$ cat config.mk
export PLATFORM = sky130hd
export DESIGN_NAME = pipe_stage_reg
export DESIGN_NICKNAME = d
export VERILOG_FILES = /design/src/rtl/pipe_pkg.sv /design/src/rtl/pipe_entry_reg.sv /design/src/rtl/pipe_stage_reg.sv
export SDC_FILE = /design/constraint.sdc
export NUM_CORES = 1
export LEC_CHECK = 0
export ABC_AREA = 1
export BUFFER_PORTS_ARGS = -buffer_cell sky130_fd_sc_hd__buf_2
export CORE_MARGIN = 4
export CORE_UTILIZATION = 45
export CTS_CLUSTER_DIAMETER = 40
export CTS_CLUSTER_SIZE = 40
export DETAILED_ROUTE_END_ITERATION = 10
export PLACE_DENSITY = 0.7
export REMOVE_ABC_BUFFERS = 1
export SYNTH_ARGS = -nofsm -noshare
export SYNTH_HDL_FRONTEND = slang
export SYNTH_SLANG_ARGS = --single-unit
$ cat constraint.sdc
create_clock -name clk -period 1.63 [get_ports clk]
set_clock_uncertainty 0.2 [all_clocks]
set_input_delay 0.0815 -clock clk [delete_from_list [all_inputs] [get_ports clk]]
set_output_delay 0.0815 -clock clk [all_outputs]
set_load 0.01 [all_outputs]
$ cat src/rtl/pipe_pkg.sv
// Shared definitions for the pipeline stage register: default field widths,
// the entry record layout and a helper giving the packed entry width.
package pipe_pkg;

    localparam int PC_W_DEF    = 16;
    localparam int INSTR_W_DEF = 16;
    localparam int SIDE_W_MAX  = 8;

    // Field order here is the packing order used for every stored entry.
    typedef struct packed {
        logic [PC_W_DEF-1:0]    pc;
        logic [PC_W_DEF-1:0]    pc_next;
        logic [INSTR_W_DEF-1:0] instr;
        logic [SIDE_W_MAX-1:0]  side;
    } entry_t;

    function automatic int entry_width(input int pc_w, input int instr_w, input int side_w);
        return 2 * pc_w + instr_w + side_w;
    endfunction

endpackage

$ cat src/rtl/pipe_entry_reg.sv
// Load-enabled record register that clears to zero on reset; the single
// storage element used for both the head and skid slots.
module pipe_entry_reg #(
    parameter int W = 8
) (
    input  logic         clk,
    input  logic         rst,
    input  logic         i_load,
    input  logic [W-1:0] i_d,
    output logic [W-1:0] o_q
);

    logic [W-1:0] r_q;

    always_ff @(posedge clk) begin
        if (rst) begin
            r_q <= '0;
        end else if (i_load) begin
            r_q <= i_d;
        end
    end

    assign o_q = r_q;

endmodule

$ cat src/rtl/pipe_stage_reg.sv
// Fetch/decode pipeline stage: either a two-entry elastic (skid) stage with a
// registered in_ready, or a single-entry register whose in_ready follows out_ready.
module pipe_stage_reg
    import pipe_pkg::*;
#(
    parameter int PC_W    = PC_W_DEF,
    parameter int INSTR_W = INSTR_W_DEF,
    parameter int SIDE_W  = 1,
    parameter int SKID_EN = 1
) (
    input  logic               clk,
    input  logic               rst,
    input  logic               flush,
    input  logic               in_valid,
    output logic               in_ready,
    input  logic [PC_W-1:0]    in_pc,
    input  logic [PC_W-1:0]    in_pc_next,
    input  logic [INSTR_W-1:0] in_instr,
    input  logic [SIDE_W-1:0]  in_side,
    output logic               out_valid,
    input  logic               out_ready,
    output logic [PC_W-1:0]    out_pc,
    output logic [PC_W-1:0]    out_pc_next,
    output logic [INSTR_W-1:0] out_instr,
    output logic [SIDE_W-1:0]  out_side,
    output logic [1:0]         count
);

    localparam int ENTRY_W = entry_width(PC_W, INSTR_W, SIDE_W);

    logic [ENTRY_W-1:0] w_in_entry;
    logic [ENTRY_W-1:0] w_head_q;
    logic [1:0]         r_count;

    assign w_in_entry = {in_pc, in_pc_next, in_instr, in_side};
    assign {out_pc, out_pc_next, out_instr, out_side} = w_head_q;
    assign out_valid  = (r_count != 2'd0);
    assign count      = r_count;

    if (SKID_EN != 0) begin : g_skid
        logic               r_in_ready;
        logic               w_accept;
        logic               w_release;
        logic               w_head_load;
        logic               w_skid_load;
        logic [ENTRY_W-1:0] w_head_d;
        logic [ENTRY_W-1:0] w_skid_q;
        logic [1:0]         w_count_next;

        always_comb begin
            w_accept     = in_valid && r_in_ready && !flush;
            w_release    = (r_count != 2'd0) && out_ready && !flush;
            w_head_load  = 1'b0;
            w_skid_load  = 1'b0;
            w_head_d     = w_in_entry;
            w_count_next = r_count;
            if (flush) begin
                w_count_next = 2'd0;
            end else begin
                case (r_count)
                    2'd0: begin
                        if (w_accept) begin
                            w_head_load  = 1'b1;
                            w_count_next = 2'd1;
                        end
                    end
                    2'd1: begin
                        // Simultaneous accept and release replaces the head in place.
                        if (w_accept && w_release) begin
                            w_head_load = 1'b1;
                        end else if (w_accept) begin
                            w_skid_load  = 1'b1;
                            w_count_next = 2'd2;
                        end else if (w_release) begin
                            w_count_next = 2'd0;
                        end
                    end
                    default: begin
                        if (w_release) begin
                            w_head_d     = w_skid_q;
                            w_head_load  = 1'b1;
                            w_count_next = 2'd1;
                        end
                    end
                endcase
            end
        end

        // in_ready is computed from the next occupancy so it never depends on out_ready combinationally.
        always_ff @(posedge clk) begin
            if (rst) begin
                r_count    <= 2'd0;
                r_in_ready <= 1'b1;
            end else begin
                r_count    <= w_count_next;
                r_in_ready <= (w_count_next != 2'd2);
            end
        end

        assign in_ready = r_in_ready;

        pipe_entry_reg #(.W(ENTRY_W)) u_head (
            .clk    (clk),
            .rst    (rst),
            .i_load (w_head_load),
            .i_d    (w_head_d),
            .o_q    (w_head_q)
        );

        pipe_entry_reg #(.W(ENTRY_W)) u_skid (
            .clk    (clk),
            .rst    (rst),
            .i_load (w_skid_load),
            .i_d    (w_in_entry),
            .o_q    (w_skid_q)
        );
    end else begin : g_single
        logic w_in_ready;
        logic w_accept;
        logic w_release;

        assign w_in_ready = (r_count == 2'd0) || out_ready;
        assign w_accept   = in_valid && w_in_ready && !flush;
        assign w_release  = (r_count != 2'd0) && out_ready && !flush;
        assign in_ready   = w_in_ready;

        always_ff @(posedge clk) begin
            if (rst || flush) begin
                r_count <= 2'd0;
            end else if (w_accept) begin
                r_count <= 2'd1;
            end else if (w_release) begin
                r_count <= 2'd0;
            end
        end

        pipe_entry_reg #(.W(ENTRY_W)) u_head (
            .clk    (clk),
            .rst    (rst),
            .i_load (w_accept),
            .i_d    (w_in_entry),
            .o_q    (w_head_q)
        );
    end

endmodule
==> summary.md <==
| Metric | Value |
|---|---|
| Tot GR Track Use | `between 10% and 20%` |
| Per-cell routed wire length | `10.96 um` |
| Clock Power Share | `between 20 and 30%` |
| Lkg Pwr | `about 3.0 nW` |
| CTS Root Buffer Type | `clkbuf_8` |
| Hold-critical path depth | `6` |
| Commonest cells after routing, fill and taps aside | `197 x nor2_1, 154 x nand2_1, 106 x buf_2` |
| First-pass GRT wire length | `between 15000 and 20000 um` |
| CP max stage delay | `about 0.53 ns` |
| Largest area contributor in the netlist | `dfxtp_1` |
| Critical Path AT | `1.65 ns` |
| Hold Path Class | `in -> reg` |
| Internal cell power | `3.450 mW` |
| Crit share post-route | `a little over nine tenths` |
| Port Buf Inserts | `approximately 110` |
| Post-Syn Instances | `709` |
| Switching share of power | `about 27%` |
| Sink Count | `a little over 100` |
| Peak VDD IR | `0.0004766 V` |
| CTS Buf Count | `9` |
| Synth area leaders | `dfxtp_1 45%, nor2_1 17%, nand2_1 13%` |
| Placer Congestion | `0.7634` |
| Final net count | `~900` |
| Warnings, synthesis | `0` |
| Avg Synthesized Cell Area | `6.334 sq um` |
| Cell area after layout | `0.005928 sq mm` |
| RSZ-0062 raised after global routing | `false` |
| Clock latency on the worst-skew pair | `0.37 ns` |
| Initial Util | `46.15%` |
| Max Cap Viol | `0` |
| Remaining Overflow, GRT | `0` |
| CTS tree | `yes` |
| Post-synth top area share | `45.03%` |
| Seq cells post-synth | `101` |
| Vias/cell | `between 4 and 5` |
| Area grow syn2layout | `32.01%` |
| Status | `complete, no violations` |
| Fraction of layout cells with a size suffix above 1 | `16.78%` |
| Type of origin of the critical path | `input pin` |
| Register area share after synthesis | `between 40% and 50%` |
| Drt drc | `0` |
| Detailed-router iteration count before antenna repair | `4` |
| Reg2Reg Depth | `7` |
| Initial antenna violation count | `0` |
| Final wirelength | `10800 um` |
| Relative slew slack | `slightly below 80%` |
| Setup CP Type | `in -> reg` |
| Die Ht | `107.9 um` |
| Largest net degree at the start of global routing | `60` |
| Max Root-Sink Buffers | `2` |
| ANT nets after route | `0` |
| Crit-path slowest cell | `dlygate4sd3_1` |
| Final Setup Violations | `0` |
| Sw power | `1.275 mW` |
| FP Rows | `36` |
| Number of diodes | `0` |
| CTS clk-pin slew, worst paths | `0.10 ns` |
| Power density over cell area | `797.0 mW/mm^2` |
| Die area | `0.01164 sq mm` |
| Sequential Power Share | `55.2%` |
| Min Tclk post-route | `1.550 ns` |
| Placed Area | `0.005157 sq mm` |
| Crit end category | `flop` |
| Final Max Slew Viols | `0` |
| Die Wd | `107.9 um` |
| Core Region | `0.009729 sq mm` |
| Number of global-route vias before repair | `approximately 3900` |
| CP max FO | `24` |
| 1st-iter DRT viols | `225` |
| Crit path cell chain | `dlygate4sd3_1 -> buf_2 -> inv_4 -> nand3_2 -> nor2_2 -> nand2_4 -> inv_4 -> clkbuf_16 -> nor2_1 -> nor2_1` |
| Num ports | `107` |
| Hpwl dp | `6596 um` |
| Max Fclk | `0.6450 GHz` |
| Worst-margin pin slew | `0.3197 ns` |
| # Post-CTS Setup Buffers | `0` |
| Hold Fails Final Rpt | `0` |
| Via Count | `4395` |
| R2r setup slk | `0.12 ns` |
| Mapped Area | `~0.0045 sq mm` |
| Commonest non-fill, non-tap cell in the layout | `nor2_1` |
| Netlist cell types | `15` |
| CTS HTree Levels | `3` |
| WP data required | `1.73 ns` |
| Gate power share | `between 10 and 15%` |
| WHS | `approximately 0.0056 ns` |
-- cells in the mapped netlist --
cell type and instances:
nand3_1 5, dfxtp_1 101, nand2_1 155, clkbuf_2 1, buf_4 3, buf_6 2, clkbuf_1 18, inv_2 5
buf_2 17, o21ai_1 2, nor2_1 198, inv_1 101, nand2_2 2, o21ai_0 98, a21oi_1 1
-- flip-flops by register name, indices dropped and copies added, names as in the netlist --
register and cells:
in_ready 1, g_skid.u_head.o_q 49, count 2, g_skid.u_skid.o_q 49
-- per-layer routing --
layer	GRT usage [%]	routed length, um
met1	21.46	4869
met2	32.46	5241
met3	3.239	484
met4	7.935	201
met5	0	0
-- stage by stage --
step | worst slack [ns] | TNS, ns | utilization [%] | total power [mW] | std cells
after floorplan | -1.317 | -79.49 | - | 3.006 | 668
after global placement | 0.1633 | 0 | 53.01 | 3.245 | 916
after detailed placement | 0.09926 | 0 | 53.01 | 3.261 | 916
after CTS | 0.009152 | 0 | 60.04 | 4.774 | 983
after global routing | 0.01173 | 0 | 60.93 | 4.985 | 985
final | 0.07954 | 0 | 60.93 | 4.725 | 985
-- timing repair --
action / 4_1_cts / 5_1_grt
endpoints found under the setup margin: 0 / 60
hold buffers: 52 / 0
hold endpoints to repair: 101 / 0
gates resized for setup: 0 / 24
-- logic make-up after synthesis --
family / count (synthesis) / share of synthesized area [%]
DFF: 101 / 45.03
and+or+nand+nor: 360 / 30.34
buffers and inverters: 147 / 13.37
AOI/OAI and AO/OA: 101 / 11.26
-- final timing paths --
kind | start | end
worst max-delay path | flush | g_skid.u_skid.o_q[6]
worst min-delay path | out_ready | count[1]
worst max register to register | count[1] | g_skid.u_head.o_q[48]
worst min register to register | g_skid.u_skid.o_q[38] | g_skid.u_skid.o_q[38]
-- power by group through the flow --
stage               registers [mW]  logic, mW  clock network (mW)
floorplan                     2.70      0.302                   0
global placement              2.66      0.582                   0
detailed placement            2.67      0.594                   0
CTS                           2.61      0.695                1.47
global route                  2.62      0.798                1.57
finish                        2.61      0.702                1.41
-- critical path: cells and delay by family --
family                 cells  cell delay, ns
AND/OR/NAND/NOR            5            0.47
buffers and inverters      5            1.09
-- cell type report --
class | count | area [sq um]
Sequential cell | 101 | 2023
Tap cell | 133 | 166.4
Inverter | 106 | 402.9
Fill cell | 946 | 3801
Clock inverter | 5 | 36.28
Timing Repair Buffer | 169 | 1271
Multi-Input combinational cell | 461 | 1901
Clock buffer | 10 | 127.6
(Power assumes the default switching activity.)
